$ cat src/rtl/job_dispatcher.sv
// Batches host decompression jobs into io_control: one job per slot, pads partial batches,
// launches, waits for io_control to finish, then returns one completion per real job.
module job_dispatcher #(
    parameter int unsigned NUM_DECOMPRESSOR = 2,
    parameter int unsigned TIMEOUT          = 256,
    parameter logic [63:0] DUMMY_SRC        = 64'h0,
    parameter logic [63:0] DUMMY_DES        = 64'h40
) (
    input  logic        clk,
    input  logic        rst_n,
    input  logic        job_valid,
    output logic        job_ready,
    input  logic [63:0] job_src_addr,
    input  logic [63:0] job_des_addr,
    input  logic [34:0] job_comp_len,
    input  logic [31:0] job_decomp_len,
    input  logic [15:0] job_tag,
    input  logic        flush,
    output logic [63:0] src_addr,
    output logic [63:0] des_addr,
    output logic [34:0] compression_length,
    output logic [31:0] decompression_length,
    output logic [15:0] job_id_o,
    output logic        job_valid_o,
    output logic        start_o,
    input  logic        io_idle,
    input  logic        io_done,
    output logic        cpl_valid,
    input  logic        cpl_ready,
    output logic [15:0] cpl_tag,
    output logic        busy,
    output logic [31:0] batch_count
);
    localparam int unsigned   N          = NUM_DECOMPRESSOR;
    localparam int unsigned   IW         = (N > 1) ? $clog2(N) : 1;
    localparam int unsigned   TW         = (TIMEOUT > 0) ? $clog2(TIMEOUT + 1) : 1;
    localparam logic [6:0]    SLOT_N     = 7'(N);
    localparam logic [TW-1:0] TIMER_LAST = TW'((TIMEOUT > 0) ? TIMEOUT - 1 : 0);

    typedef enum logic [2:0] {COLLECT, PAD, LAUNCH, START, RUN, REPORT} state_t;

    state_t          state, state_d;
    logic [6:0]      slot;
    logic [IW-1:0]   slot_idx;
    logic [TW-1:0]   timer;
    logic [N-1:0]    dummy;
    logic [15:0]     tag_mem [N];
    logic            seen_busy;
    logic            accept, timeout_hit, pad_req;
    logic            load_real, load_pad;
    logic            rpt_hit, rpt_more;
    logic [IW-1:0]   rpt_idx;

    assign slot_idx    = slot[IW-1:0];
    assign job_ready   = (state == COLLECT) && (slot < SLOT_N);
    assign accept      = job_valid & job_ready;
    assign timeout_hit = (TIMEOUT != 0) && (slot != 7'd0) && (timer == TIMER_LAST);
    assign pad_req     = flush | timeout_hit;
    assign busy        = (state != COLLECT) || (slot != 7'd0);
    assign cpl_tag     = cpl_valid ? tag_mem[rpt_idx] : 16'h0;

    // Find the next real slot at or above the walk pointer, and whether another follows it,
    // so dummy slots cost no cycles and the last handshake returns straight to COLLECT.
    always_comb begin
        rpt_hit  = 1'b0;
        rpt_more = 1'b0;
        rpt_idx  = '0;
        for (int i = 0; i < int'(N); i++) begin
            if ((7'(i) >= slot) && !dummy[i]) begin
                if (rpt_hit) begin
                    rpt_more = 1'b1;
                end else begin
                    rpt_hit = 1'b1;
                    rpt_idx = IW'(i);
                end
            end
        end
    end

    always_ff @(posedge clk or negedge rst_n) begin
        if (!rst_n) state <= COLLECT;
        else        state <= state_d;
    end

    // NOTE: every signal written here gets a default first so no latch is inferred.
    always_comb begin
        state_d   = state;
        load_real = 1'b0;
        load_pad  = 1'b0;
        start_o   = 1'b0;
        cpl_valid = 1'b0;
        case (state)
            COLLECT: begin
                if (slot == SLOT_N) begin
                    state_d = LAUNCH;
                end else if (accept) begin
                    load_real = 1'b1;
                    if (pad_req) state_d = PAD;
                end else if (pad_req && (slot != 7'd0)) begin
                    load_pad = 1'b1;
                    state_d  = PAD;
                end
            end
            PAD: begin
                if (slot == SLOT_N) state_d = LAUNCH;
                else                load_pad = 1'b1;
            end
            LAUNCH:  state_d = START;
            START: begin
                start_o = 1'b1;
                state_d = RUN;
            end
            // A done seen before io_control has gone busy belongs to the previous batch.
            RUN: if (seen_busy && io_idle && io_done) state_d = REPORT;
            REPORT: begin
                cpl_valid = rpt_hit;
                if (!rpt_hit || (cpl_ready && !rpt_more)) state_d = COLLECT;
            end
            default: state_d = COLLECT;
        endcase
    end

    // NOTE: sequential state uses non-blocking assignments only, so every reader sees pre-edge values.
    always_ff @(posedge clk or negedge rst_n) begin
        if (!rst_n) begin
            slot                 <= '0;
            timer                <= '0;
            dummy                <= '0;
            seen_busy            <= 1'b0;
            batch_count          <= '0;
            job_valid_o          <= 1'b0;
            job_id_o             <= '0;
            src_addr             <= '0;
            des_addr             <= '0;
            compression_length   <= '0;
            decompression_length <= '0;
        end else begin
            job_valid_o <= load_real | load_pad;
            if (load_real || load_pad) begin
                job_id_o        <= 16'(slot);
                dummy[slot_idx] <= load_pad;
                slot            <= slot + 7'd1;
            end
            if (load_real) begin
                src_addr             <= job_src_addr;
                des_addr             <= job_des_addr;
                compression_length   <= job_comp_len;
                decompression_length <= job_decomp_len;
            end else if (load_pad) begin
                src_addr             <= DUMMY_SRC;
                des_addr             <= DUMMY_DES;
                compression_length   <= 35'd64;
                decompression_length <= 32'd64;
            end

            if (state == COLLECT) begin
                if (accept && (slot == 7'd0))                    timer <= '0;
                else if ((slot != 7'd0) && (timer != TIMER_LAST)) timer <= timer + TW'(1);
            end else begin
                timer <= '0;
            end

            if (state == START) begin
                seen_busy   <= 1'b0;
                batch_count <= batch_count + 32'd1;
            end else if ((state == RUN) && !io_idle) begin
                seen_busy <= 1'b1;
            end

            if ((state == RUN) && (state_d == REPORT)) slot <= '0;
            if (state == REPORT) begin
                if (!rpt_hit)       slot <= '0;
                else if (cpl_ready) slot <= rpt_more ? (7'(rpt_idx) + 7'd1) : 7'd0;
            end
        end
    end

    // NOTE: the tag store has no reset; each entry is written before REPORT can read it.
    always_ff @(posedge clk) begin
        if (load_real) tag_mem[slot_idx] <= job_tag;
    end

endmodule

$ cat config.mk
export PLATFORM = sky130hd
export DESIGN_NAME = job_dispatcher
export DESIGN_NICKNAME = d
export VERILOG_FILES = /design/src/rtl/job_dispatcher.sv
export SDC_FILE = /design/constraint.sdc
export NUM_CORES = 1
export LEC_CHECK = 0
export ABC_AREA = 1
export BUFFER_PORTS_ARGS = -buffer_cell sky130_fd_sc_hd__buf_2
export CAP_MARGIN = 20
export CORE_AREA = 2 2 187 189
export DETAILED_ROUTE_END_ITERATION = 6
export DIE_AREA = 0 0 189 191
export PLACE_DENSITY = 0.66
export SETUP_SLACK_MARGIN = 0.3
export SLEW_MARGIN = 20
export SYNTH_ARGS = -nofsm -noshare
export SYNTH_HDL_FRONTEND = slang
export SYNTH_SLANG_ARGS = --single-unit
$ cat constraint.sdc
create_clock -name clk -period 3.1 [get_ports clk]
set_input_delay 0.155 -clock clk [delete_from_list [all_inputs] [get_ports clk]]
set_output_delay 0.155 -clock clk [all_outputs]
set_load 0.02 [all_outputs]
==> impl_metrics.ini <==
[run_status]
status = completed

[drt]
drt_iter0_drc = 782
vias_per_cell = 4.93
firstDrtPassIters = 7
wirelength_mm = 40.4
wire_per_inst_um = 16.4
ant_nets = 0
vias = 12181
drc_errors = 0

[timing]
hold_viol_final = 0
whs_ns = 0.104
worst_pin_slew_ns = 0.770
setup_viol = 0
skew_ns = 0.0133
fin_setup_tns_ns = 0
rsz0062_at_grt = false
period_needed_ns = 2.63
relSlewSlack = 0.487
drv_slew = 0
fmax_mhz = 381
fin_crit_sh = 0.847

[min_path]
holdPathEnd = state[0]
min_from = flush
min_path_type = in -> reg
hold_depth = 5

[setup_path]
crit_path_start_kind = flip-flop
end_kind = primary output
r2r_cells = 8
timing.rr.end = des_addr[4]
arrival_ns = 2.47
critPathMaxFanout = 16
crit_type = reg -> out
reg2reg_slack_ns = 0.61
timing.rr.start = slot[2]
cp.required_ns = 2.94

[pwr]
power_density_nw_per_um2 = 608
vdd_drop_max_mv = 0.464
leakage_nw = 10.0

[die]
die_w_um = 189
dieArea_sq_um = 36100
io_pins = 482
start_util = 0.360
fp.coreArea_sq_um = 34100
die-height_um = 191
rows = 68

[global_routing]
grt_pass1_wl_mm = 62.9
grt_start_max_net_pins = 139
grt-ovfl-total = 0
antenna_found_initial = 0
grt_pass1_vias = 12268
grt_use_total = 0.215

[clocking]
cts_buffer_depth = 3
clock-root-buffer = clkbuf_16
clkTransAtPathRegs_ns = 0.06
cts_tree = yes
cts_buffers = 34
worstSkewPairLatency_ns = 0.51
h-tree-depth = 2
clkSinkCount = 289

[logic_synthesis]
yosys.area.top_type_share = 0.524
synth_cell_type_count = 38
yosysSeqAreaShare = 0.602
synth.largest_area_cell = dfrtp_1
synthTopCellsByArea = dfrtp_1 (52%), nand2_1 (15%), nand3_1 (9.1%)
avgSynthCellArea_sq_um = 9.27
syn-instance-count = 1324
ys_seq_elements = 289
syn_area_sq_um = 12300
yosysWarnings = 0

[place]
place.gp.congestion = 0.837
dpl.hpwl_mm = 25.5
portBuffers = 472

[finish]
final_cell_mix = nand2_1 (478), buf_2 (471), dfrtp_1 (257), nand3_1 (222), dlygate4sd3_1 (214)
diodes = 0
layout.nets = 2217
fill_cells = 2909
layout.cells.most_common = nand2_1
syn_to_final_growth_pct = 49.9
drive_gt1_frac = 0.287

[run]
maxCapViolCount = 0
[flip-flops by register name (all words and copies together), names as in the netlist, 7 cells and up]
register / flops
timer: 9
job_id_o: 7
des_addr: 64
tag_mem: 32
compression_length: 35
slot: 7
decompression_length: 32
batch_count: 32
src_addr: 64
[critical path, stage by stage (launching register included)]
cell,delay [ns]
dfrtp_1,0.42
inv_1,0.16
ha_1,0.22
inv_1,0.05
nor2_1,0.05
o21ai_2,0.32
nand3_4,0.26
o221a_1,0.30
buf_2,0.17
[through the flow]
| step | utilization | cell area, sq um | worst slack (ns) | std cells | total power [W] |
|---|---|---|---|---|---|
| 2_1_floorplan | - | 12300 | 0.679 | 1332 | 0.00616 |
| 4_1_cts | 0.538 | 18400 | 0.349 | 2468 | 0.0113 |
| 6_report | 0.539 | 18400 | 0.474 | 2469 | 0.0112 |
| 3_3_place_gp | 0.442 | 15100 | 0.592 | 2196 | 0.00690 |
| 5_1_grt | 0.539 | 18400 | 0.273 | 2469 | 0.0118 |
| 3_5_place_dp | 0.442 | 15100 | 0.528 | 2196 | 0.00694 |
[power by group]
part	switching (W)	internal, W	total [W]
registers	0.000222	0.00411	0.00433
clock network	0.00159	0.00249	0.00408
logic	0.00188	0.000902	0.00278
[kinds of logic (layout without fill, tap and decap cells)]
group                      count (synthesis)  count (layout)  share of synthesized area
buffers and inverters                    134             816                     0.0528
and+or+nand+nor                          810             810                      0.283
other                                      1               9                   0.000305
xor gates and xnor gates                  37              37                     0.0264
adders and majority gates                  7               7                    0.00713
DFF                                      289             289                      0.602
AOI/OAI and AO/OA                         46              46                     0.0284
[worst max path at each step]
stage              from  cells past startpoint                       end  slack (ns)
5_1_grt         slot[0]                      8                cpl_tag[2]        0.27
3_3_place_gp   timer[0]                     13              des_addr[34]        0.59
3_5_place_dp   timer[0]                     13  decompression_length[31]        0.53
6_report        slot[0]                      8               cpl_tag[14]        0.47
2_1_floorplan  timer[0]                     16                   slot[0]        0.68
4_1_cts         slot[0]                      8                cpl_tag[4]        0.35
[per-layer routing]
layer  vias up  wire length (um)  share of wire  track usage
met3       139              3570          0.088       0.0610
met5         -                 0              0            0
met4         0              2040          0.050        0.111
met1      5787             15300           0.38        0.254
met2       624             19500           0.48        0.357
li1       5631                 -              -            -
[layout make-up]
| class | instances | area [sq um] | share of cell area |
|---|---|---|---|
| multi-input cells | 909 | 4290 | 0.233 |
| clock inverters | 17 | 201 | 0.0110 |
| flip-flops and latches | 289 | 7390 | 0.402 |
| clock buffers | 41 | 938 | 0.0510 |
| well taps | 455 | 569 | 0.0309 |
| repair buffers | 708 | 4810 | 0.261 |
| inverters | 50 | 193 | 0.0105 |
[what timing repair did]
| action | 4_1_cts | 5_1_grt |
|---|---|---|
| hold buffers | 214 | 0 |
| buffers inserted | 0 | 1 |
| endpoints found under the hold margin | 317 | 0 |
| resized for setup | 1 | 2 |
| pin swaps | 0 | 1 |
| endpoints found under the setup margin | 16 | 70 |
[cells in the mapped netlist (all sizes together)]
| library cell | instances |
|---|---|
| conb | 1 |
| nor3 | 23 |
| o21ai | 12 |
| nor2 | 61 |
| or2 | 1 |
| dfrtp | 257 |
| nor3b | 4 |
| a31o | 1 |
| o221a | 16 |
| nand3b | 1 |
| a21oi | 17 |
| edfxtp | 32 |
| nor4 | 5 |
| ha | 7 |
| nand3 | 224 |
| nand2 | 481 |
| clkbuf | 22 |
| and3 | 1 |
| xnor2 | 14 |
| nand4 | 9 |
| buf | 62 |
| inv | 50 |
| xor2 | 23 |
(Power assumes the default switching activity.)
